==> config.mk <==
export PLATFORM = sky130hd
export DESIGN_NAME = step_pulse_seq
export DESIGN_NICKNAME = d
export VERILOG_FILES = /design/src/rtl/step_pulse_seq.sv
export SDC_FILE = /design/constraint.sdc
export NUM_CORES = 1
export LEC_CHECK = 0
export CORE_UTILIZATION = 50
export DETAILED_ROUTE_END_ITERATION = 16
export PLACE_DENSITY = 0.72
export SETUP_SLACK_MARGIN = 0.2
export SLEW_MARGIN = 20
export SYNTH_ARGS = -nofsm -noshare
export SYNTH_HDL_FRONTEND = slang
export SYNTH_SLANG_ARGS = --single-unit
==> constraint.sdc <==
create_clock -name clk -period 4.6 [get_ports clk]
set_input_delay 1.15 -clock clk [delete_from_list [all_inputs] [get_ports clk]]
set_output_delay 1.15 -clock clk [all_outputs]
set_load 0.02 [all_outputs]
==> src/rtl/step_pulse_seq.sv <==
// Stepper step-pulse sequencer: div-clock period timer driving coil phase and position.
// Build with HALF_STEP_EN defined for the 8-entry half-step phase table.
module step_pulse_seq #(
  parameter logic [31:0] DIV_MIN  = 32'd1,
  parameter logic [31:0] POS_INIT = 32'd0
) (
  input  logic        clk,
  input  logic        res,
  input  logic [31:0] div,
  input  logic        run,
  input  logic        dir,
  input  logic        hold,
  output logic [3:0]  phase,
  output logic        step,
  output logic [31:0] pos,
  output logic        busy
);

`ifdef HALF_STEP_EN
  localparam int IW = 3;
`else
  localparam int IW = 2;
`endif

  typedef enum logic {
    IDLE = 1'b0,
    RUN  = 1'b1
  } state_t;

  state_t        state;
  logic [31:0]   cnt;
  logic [IW-1:0] idx;
  logic [IW-1:0] idx_nx;
  logic [31:0]   d_eff;

  function automatic logic [3:0] pat(input logic [IW-1:0] i);
    logic [3:0] p;
    p = 4'b0000;
`ifdef HALF_STEP_EN
    case (i)
      3'd0: p = 4'b0001;
      3'd1: p = 4'b0011;
      3'd2: p = 4'b0010;
      3'd3: p = 4'b0110;
      3'd4: p = 4'b0100;
      3'd5: p = 4'b1100;
      3'd6: p = 4'b1000;
      3'd7: p = 4'b1001;
      default: p = 4'b0000;
    endcase
`else
    case (i)
      2'd0: p = 4'b0011;
      2'd1: p = 4'b0110;
      2'd2: p = 4'b1100;
      2'd3: p = 4'b1001;
      default: p = 4'b0000;
    endcase
`endif
    return p;
  endfunction

  // Floored period and the neighbouring phase index (power-of-two wrap).
  always_comb begin
    d_eff  = (div < DIV_MIN) ? DIV_MIN : div;
    idx_nx = dir ? idx + 1'b1 : idx - 1'b1;
  end

  // Sequencer FSM: period countdown, step strobe, phase and position.
  always_ff @(posedge clk) begin
    if (res) begin
      state <= IDLE;
      cnt   <= DIV_MIN;
      idx   <= '0;
      step  <= 1'b0;
      pos   <= POS_INIT;
      busy  <= 1'b0;
      phase <= hold ? pat('0) : 4'b0000;
    end else begin
      unique case (state)
        IDLE: begin
          step <= 1'b0;
          if (run) begin
            state <= RUN;
            busy  <= 1'b1;
            cnt   <= d_eff;
            phase <= pat(idx);
          end else begin
            busy  <= 1'b0;
            phase <= hold ? pat(idx) : 4'b0000;
          end
        end
        RUN: begin
          if (!run) begin
            state <= IDLE;
            busy  <= 1'b0;
            step  <= 1'b0;
            phase <= hold ? pat(idx) : 4'b0000;
          end else if (cnt == 32'd1) begin
            step  <= 1'b1;
            idx   <= idx_nx;
            pos   <= dir ? pos + 32'd1 : pos - 32'd1;
            cnt   <= d_eff;
            phase <= pat(idx_nx);
          end else begin
            step  <= 1'b0;
            cnt   <= cnt - 32'd1;
            phase <= pat(idx);
          end
        end
        default: begin
          state <= IDLE;
          busy  <= 1'b0;
          step  <= 1'b0;
        end
      endcase
    end
  end

endmodule

Word-level counts from Yosys, hierarchy flattened. Index checks and enable logic that the tools add are counted.

Flip-flop bits (word level): 73. Input port bits: 37. Output and inout bits: 38. Word-level logic and storage cells: 50.

$add $sub $neg: 5. Order comparisons: 1. Eq/ne operators: 10. Mux-type cells: 22. Bitwise gates (word level): 1. Reductions and logical operators: 4.

Operators with widths (number): $mux 32 (5); $pmux 32 s2 (1); $sub 32x1->32 const B (2); $add 32x1->32 const B (1); $eq 32x1->1 const B (1); $lt 32x1->1 const B (1); $pmux 4 s4 (2); $mux 4 (5); $eq 2x2->1 const B (4); $pmux 4 s2 (1); $ne 2x2->1 const B (3); $eq 2x1->1 const B (2); $logic_not 2->1 (2); $mux 1 (4); $mux 2 (2); $pmux 1 s2 (2); $reduce_and 3->1 (1); $add 2x1->2 const B (1); $reduce_and 2->1 (1); $sub 2x1->2 const B (1); $not 1->1 (1).

Logic depth before layout (Yosys ltp).
Depth in word-level cells: 8. Depth in mapped cells: 12. Mapped depth without buffers: 11.

Worst setup path after synthesis. Ideal clock, no wire load.

Kind: input port to flip-flop. Start point: input dir. End point: register pos[31]. Setup time: 123 ps. Arrival time: 3994 ps. Data required time: 4477 ps. Setup slack: 483 ps. Stages: 11. Path buffers: 0. Cells stage by stage: inv_1 ha_1 a21o_1 a31o_2 o2111ai_1 a21boi_0 o21ai_0 a31oi_1 o22a_1 a221oi_1 mux2_1.

Cells in the longest elaborated chain, start to end: 1.

RTL lines: start: declaration (RTL line 11) `input logic dir,`; $mux 32 (RTL line 102) `pos <= dir ? pos + 32'd1 : pos - 32'd1;`; end signal: assignment (RTL line 102); end: declaration (RTL line 15) `output logic [31:0] pos,`.

No other way between the ends. A chain may end at the register's enable or synchronous reset.

Worst setup path in the final report. Same ends and word-level chain as after synthesis.

==> impl_metrics.csv <==
group,metric,value,unit
status,status,"complete, no violations",
global_routing,grt_use_total,0.263,
worst_setup_path,setup.worst_path.end_class,"register",
worst_setup_path,critPathArrivalTime,4.34,ns
worst_setup_path,worstSetupStartpointType,"input pin",
floorplan,height_of_the_die,104,um
job,maxCapViolCount,0,
power_and_ir_drop,peakVddDrop,114,uV
clock_network,cts.repair_timing.setup_buffer_count,0,
worst_setup_path,worst-endpoint-required,4.85,ns
floorplan,starting_utilization_of_the_core_area,0.512,
yosys,synth_flop_cell,"sky130_fd_sc_hd__dfxtp_1",
timing,final.setup.tns,0,ns
yosys,synthDominantAreaCellType,"sky130_fd_sc_hd__dfxtp_1",
power_and_ir_drop,power.share.sequential,0.470,
clock_network,tritoncts.num_buffers,9,
yosys,yosysSeqAreaShare,0.279,
clock_network,post_cts_hold_buffers,0,
placement,finalWeightedCongestion,0.866,
clock_network,cts_root_buffer,"sky130_fd_sc_hd__clkbuf_8",
timing,setup_skew,0.0145,ns
detailed_routing,drt_pre_antenna_iters,5,
power_and_ir_drop,switch_share,0.297,
detailed_routing,drtIter0Drc,263,
timing,min_period,4.10,ns
power_and_ir_drop,intPower,1.01,mW
power_and_ir_drop,power.share.combinational,0.173,
global_routing,vias_in_the_first_global_route,5253,
yosys,asyncSetResetFlopFracSynth,0,
global_routing,grt_max_degree,47,
power_and_ir_drop,net-switching-power,0.428,mW
timing,report.final.setup_viol,0,
timing,max-slew-margin-rel,0.398,
placement,place.detailed.hpwl,10400,um
detailed_routing,num_vias,5364,
clock_network,clk_path_buf_depth,2,
layout,syn_to_final_growth,19.3,%
timing,maxSlewViolCount,0,
clock_network,htreeDepth,3,
layout,final_cell_mix,"sky130_fd_sc_hd__nand2_1, sky130_fd_sc_hd__dfxtp_1, sky130_fd_sc_hd__clkdlybuf4s50_1",
yosys,synth_top_cell_area_share,0.279,
clock_network,tritoncts,"built",
yosys,avg_cell_area_syn,7.59,um^2
timing,final.setup.worst_slack,0.504,ns
floorplan,rows,37,
timing,fmax,0.244,GHz
detailed_routing,drt.antenna.violating_nets,0,
power_and_ir_drop,p_leak,2.46,nW
detailed_routing,route.detailed.wl_per_inst,16.0,um
detailed_routing,finalWirelength,14200,um
yosys,syn_inst,691,
hold_path,worstHoldPathType,"reg2reg",
global_routing,grt_pass1_wl,23900,um
power_and_ir_drop,power_per_cell_area,231,nW/um^2
yosys,synthesis.area,5240,um^2
clock_network,cts.sink_count,73,
yosys,ys_seq_elements,73,
timing,max_slew.worst_pin.slew,0.904,ns
floorplan,die_area,10900,um^2
global_routing,antenna_found_initial,0,
floorplan,fp.coreArea,10200,um^2
yosys,ys_warn_count,0,
layout,antenna-diode-count,0,
yosys,synth_area_leaders,"sky130_fd_sc_hd__dfxtp_1, sky130_fd_sc_hd__ha_1, sky130_fd_sc_hd__a21oi_1, sky130_fd_sc_hd__nand2_1, sky130_fd_sc_hd__nor2_1",
yosys,synth-edff-count,0,
timing,final.hold.worst_slack,0.479,ns
yosys,synthesis.nets,769,
layout,final_nets,827,
layout,layout.cells.most_common,"sky130_fd_sc_hd__nand2_1",
worst_setup_path,criticalPathCategory,"in2reg",
timing,hold_viol_final,0,
global_routing,global_route.overflow_total,0,
timing,rsz_0062_raised_after_global_routing,"no",
timing,period_utilization,0.890,
power_and_ir_drop,pwr-share-clk,0.357,
placement,port-buffer-count,74,
worst_setup_path,critical_path.max_fanout,6,
detailed_routing,avgViaCountPerCell,6.03,
layout,drive_above_1_share,0.0584,
yosys,synth.distinct_cells,71,
floorplan,design.portCount,75,
floorplan,die_width,104,um
clock_network,clk_pin_slew,0.08,ns
detailed_routing,drc,0,
clock_network,cts_resized,0,
clock_network,clock_latency,0.36,ns
placement,post-place-ws,0.137,ns
==> layer usage <==
layer / routed length (um) / GRT usage / vias up
li1: - / - / 2627
met1: 6300 / 0.325 / 2533
met2: 6820 / 0.447 / 168
met3: 692 / 0.0345 / 36
met4: 430 / 0.134 / 0
met5: 0 / 0 / -
==> cells by family (layout without fill, tap and decap cells) <==
kind of cell               Yosys count  in the layout  synth area share
and+or+nand+nor                    269            269             0.255
xor gates and xnor gates            35             35            0.0585
DFF                                 73             73             0.279
AOI/OAI and AO/OA                  210            210             0.250
adders and majority gates           41             41            0.0993
buffers and inverters               58            121            0.0475
muxes                                5              5            0.0103
==> cells in the mapped netlist (15+ instances only) <==
library cell and n:
sky130_fd_sc_hd__ha_1 40, sky130_fd_sc_hd__dfxtp_1 73, sky130_fd_sc_hd__inv_1 19, sky130_fd_sc_hd__nor2_1 62, sky130_fd_sc_hd__nor4_1 15, sky130_fd_sc_hd__clkbuf_1 27, sky130_fd_sc_hd__o21ai_0 42, sky130_fd_sc_hd__a21oi_1 72
sky130_fd_sc_hd__nand2_1 83, sky130_fd_sc_hd__nor3_1 16, sky130_fd_sc_hd__nand3_1 28, sky130_fd_sc_hd__xnor2_1 18, sky130_fd_sc_hd__a211oi_1 16, sky130_fd_sc_hd__xor2_1 17
==> path summary, 6_finish.rpt <==
kind	from	to	slack [ns]	depth (start not counted)
hold reg to reg	pos[10]$_SDFFE_PP0P_	pos[10]$_SDFFE_PP0P_	0.48	2
setup reg to reg	cnt[24]$_SDFFE_PP0P_	cnt[11]$_SDFFE_PP0P_	1.26	10
hold / removal	pos[10]$_SDFFE_PP0P_	pos[10]$_SDFFE_PP0P_	0.48	2
setup / recovery	dir	pos[31]$_SDFFE_PP0P_	0.50	12
==> power by group through the flow <==
stage / Clock, mW / Combinational (mW) / Sequential [mW]
floorplan: 0 / 0.165 / 0.688
finish: 0.515 / 0.250 / 0.677
detailed placement: 0 / 0.247 / 0.692
CTS: 0.525 / 0.249 / 0.677
global placement: 0 / 0.240 / 0.690
global route: 0.550 / 0.275 / 0.680
==> critical path: stages <==
cell and delay, ns:
sky130_fd_sc_hd__clkdlybuf4s50_1 0.49, sky130_fd_sc_hd__inv_1 0.12, sky130_fd_sc_hd__ha_1 0.39, sky130_fd_sc_hd__a21o_1 0.20, sky130_fd_sc_hd__a31o_2 0.23, sky130_fd_sc_hd__o2111ai_1 0.25, sky130_fd_sc_hd__a21boi_0 0.19, sky130_fd_sc_hd__o21ai_0 0.30
sky130_fd_sc_hd__a31oi_1 0.16, sky130_fd_sc_hd__o22a_1 0.22, sky130_fd_sc_hd__a221oi_1 0.30, sky130_fd_sc_hd__mux2_1 0.35
==> registers in the layout, summed over array words and instances (netlist names) <==
| signal | flops |
|---|---|
| state | 1 |
| phase | 4 |
| pos | 32 |
| busy | 1 |
| idx | 2 |
| cnt | 32 |
| step | 1 |
==> final cells by class <==
cell class,count,area (um^2)
fillers,949,3980
well taps,136,170
multi-input cells,560,3530
repair buffers,85,818
flip-flops and latches,73,1460
clock inverters,6,67.6
clock buffers,10,128
inverters,20,75.1
==> metrics by stage <==
step           instance area (um^2)  power, mW  std cells  utilization
2_1_floorplan                  5240      0.853        691            -
3_3_place_gp                   6060      0.930        874        0.592
3_5_place_dp                   6060      0.938        874        0.592
4_1_cts                        6250       1.45        890        0.611
5_1_grt                        6250       1.51        890        0.611
6_report                       6250       1.44        890        0.611
Power figures use the tool's default switching activity.
==> edit, RTL diff (same settings) <==
Set the localparam `IW` to 1 (it was 2).
--- a/src/rtl/step_pulse_seq.sv
+++ b/src/rtl/step_pulse_seq.sv
@@ -20,5 +20,5 @@
   localparam int IW = 3;
 `else
-  localparam int IW = 2;
+  localparam int IW = 1;
 `endif
 
Behaviour: not the same (a bounded check fails within 4 cycles, from zero or initial values).
==> edit against the original RTL <==
First-iteration DRC count fell by 2.3%; power fell by 5.2%; sequential cell count fell by 2; worst setup slack got worse by 0.10 ns; sequential power fell by 3%; fmax fell by 2.4%; cell area fell by 1.2%; combinational power rose by 2%; clock skew fell by 0.0052 ns; global-route usage barely moved; wire length fell by 2.8%; critical path depth fell by 1; synthesized area fell by 1.2%; critical endpoint unchanged; largest power group unchanged.
==> edit: results (changes against the original RTL) <==
metric	value	unit	change
Buffers, non-clock	90		+5.9%
Top Registers	cnt (32), pos (32), phase (3)		
Tightest Pin Transition	0.8199	ns	-0.08358 ns
top-area cell type share of the netlist area	0.2744		-0.004363
crit path max-delay cell type	ha_1		
register area share after synthesis	0.2744		-0.004363
sequential cell area share	0.2301		-0.003688
pin count of the biggest net entering global routing	53		+13%
clock skew	0.009309	ns	-0.005164 ns
Crit path max-delay family	buffers and inverters		
Worst R2R Setup Slack	1.43	ns	+0.17 ns
clk cell area share	0.02653		-0.004690
Synth top cells by count	nand2_1, dfxtp_1, a21oi_1		
Post-Synth XOR/XNOR Area	0.04396		-0.01451
FILL cells	925		-2.5%
Synth Register Bits	71		-2.7%
Buffers on Ports	73		-1.4%
leakage	0.002347	uW	-4.4%
status	complete, no violations		
Hold Path Origin	cnt[11]$_SDFFE_PP0P_		
Hold WS	0.4584	ns	-0.02040 ns
nets@finish	825		-0.24%
mux cell area share after synthesis	0.006039		-0.004224
vias	5408		+0.82%
Critical Path Max Stage Delay	0.52	ns	+0.03 ns
Worst Hold End	cnt[11]$_SDFFE_PP0P_		
HPWL Detailed	10.11	mm	-3.1%
Worst Path Max Fanout	14		+8
RR Startpoint	cnt[4]$_SDFFE_PP0P_		
Synth Area in Adders	0.08116		-0.01812
-- edit: cell types whose count changed in the layout (fill, tap and decap cells not counted), moves of 6 or more --
cell | before | now
xor2_1 | 17 | 10
a21o_1 | 14 | 8
ha_1 | 40 | 32
buf_4 | 11 | 17
a22oi_1 | 8 | 22
nand3_1 | 28 | 19
o21ai_0 | 42 | 53
a21oi_1 | 72 | 66
-- edit: power by group --
part	internal (uW)	switching, uW	total (uW)	leakage (uW)
Combinational	108	146	254	0.00168
Clock	205	248	453	0.0000850
Sequential	636	24.3	660	0.000579
Total	948	418	1370	0.00235
-- edit: layer usage --
layer  part of all wire  global-route usage
met5                  0                   0
met4              0.018              0.1163
met3              0.056             0.04342
met2               0.49              0.4506
met1               0.43              0.3235
-- edit: how the worst max path moves through the flow --
stage          from  cells after the start                   end
2_1_floorplan   dir                     10  pos[31]$_SDFFE_PP0P_
3_3_place_gp    dir                     11  pos[31]$_SDFFE_PP0P_
3_5_place_dp    dir                     13  pos[31]$_SDFFE_PP0P_
4_1_cts         dir                     13  pos[31]$_SDFFE_PP0P_
5_1_grt         dir                     11  pos[31]$_SDFFE_PP0P_
6_report        dir                     11  pos[31]$_SDFFE_PP0P_
-- edit: stage by stage --
step / setup slack (ns) / cell area, um2 / std cells
final: 0.4014 / 6178 / 892
after detailed placement: 0.02745 / 6010 / 877
after CTS: 0.4002 / 6173 / 892
after global placement: 0.1310 / 6010 / 877
after floorplan: 0.4813 / 5180 / 698
after global routing: 0.2107 / 6178 / 892
-- edit: timing repair --
action	in CTS	in global routing
setup endpoints to repair	0	1
setup buffers	0	0
gates resized for setup	0	1
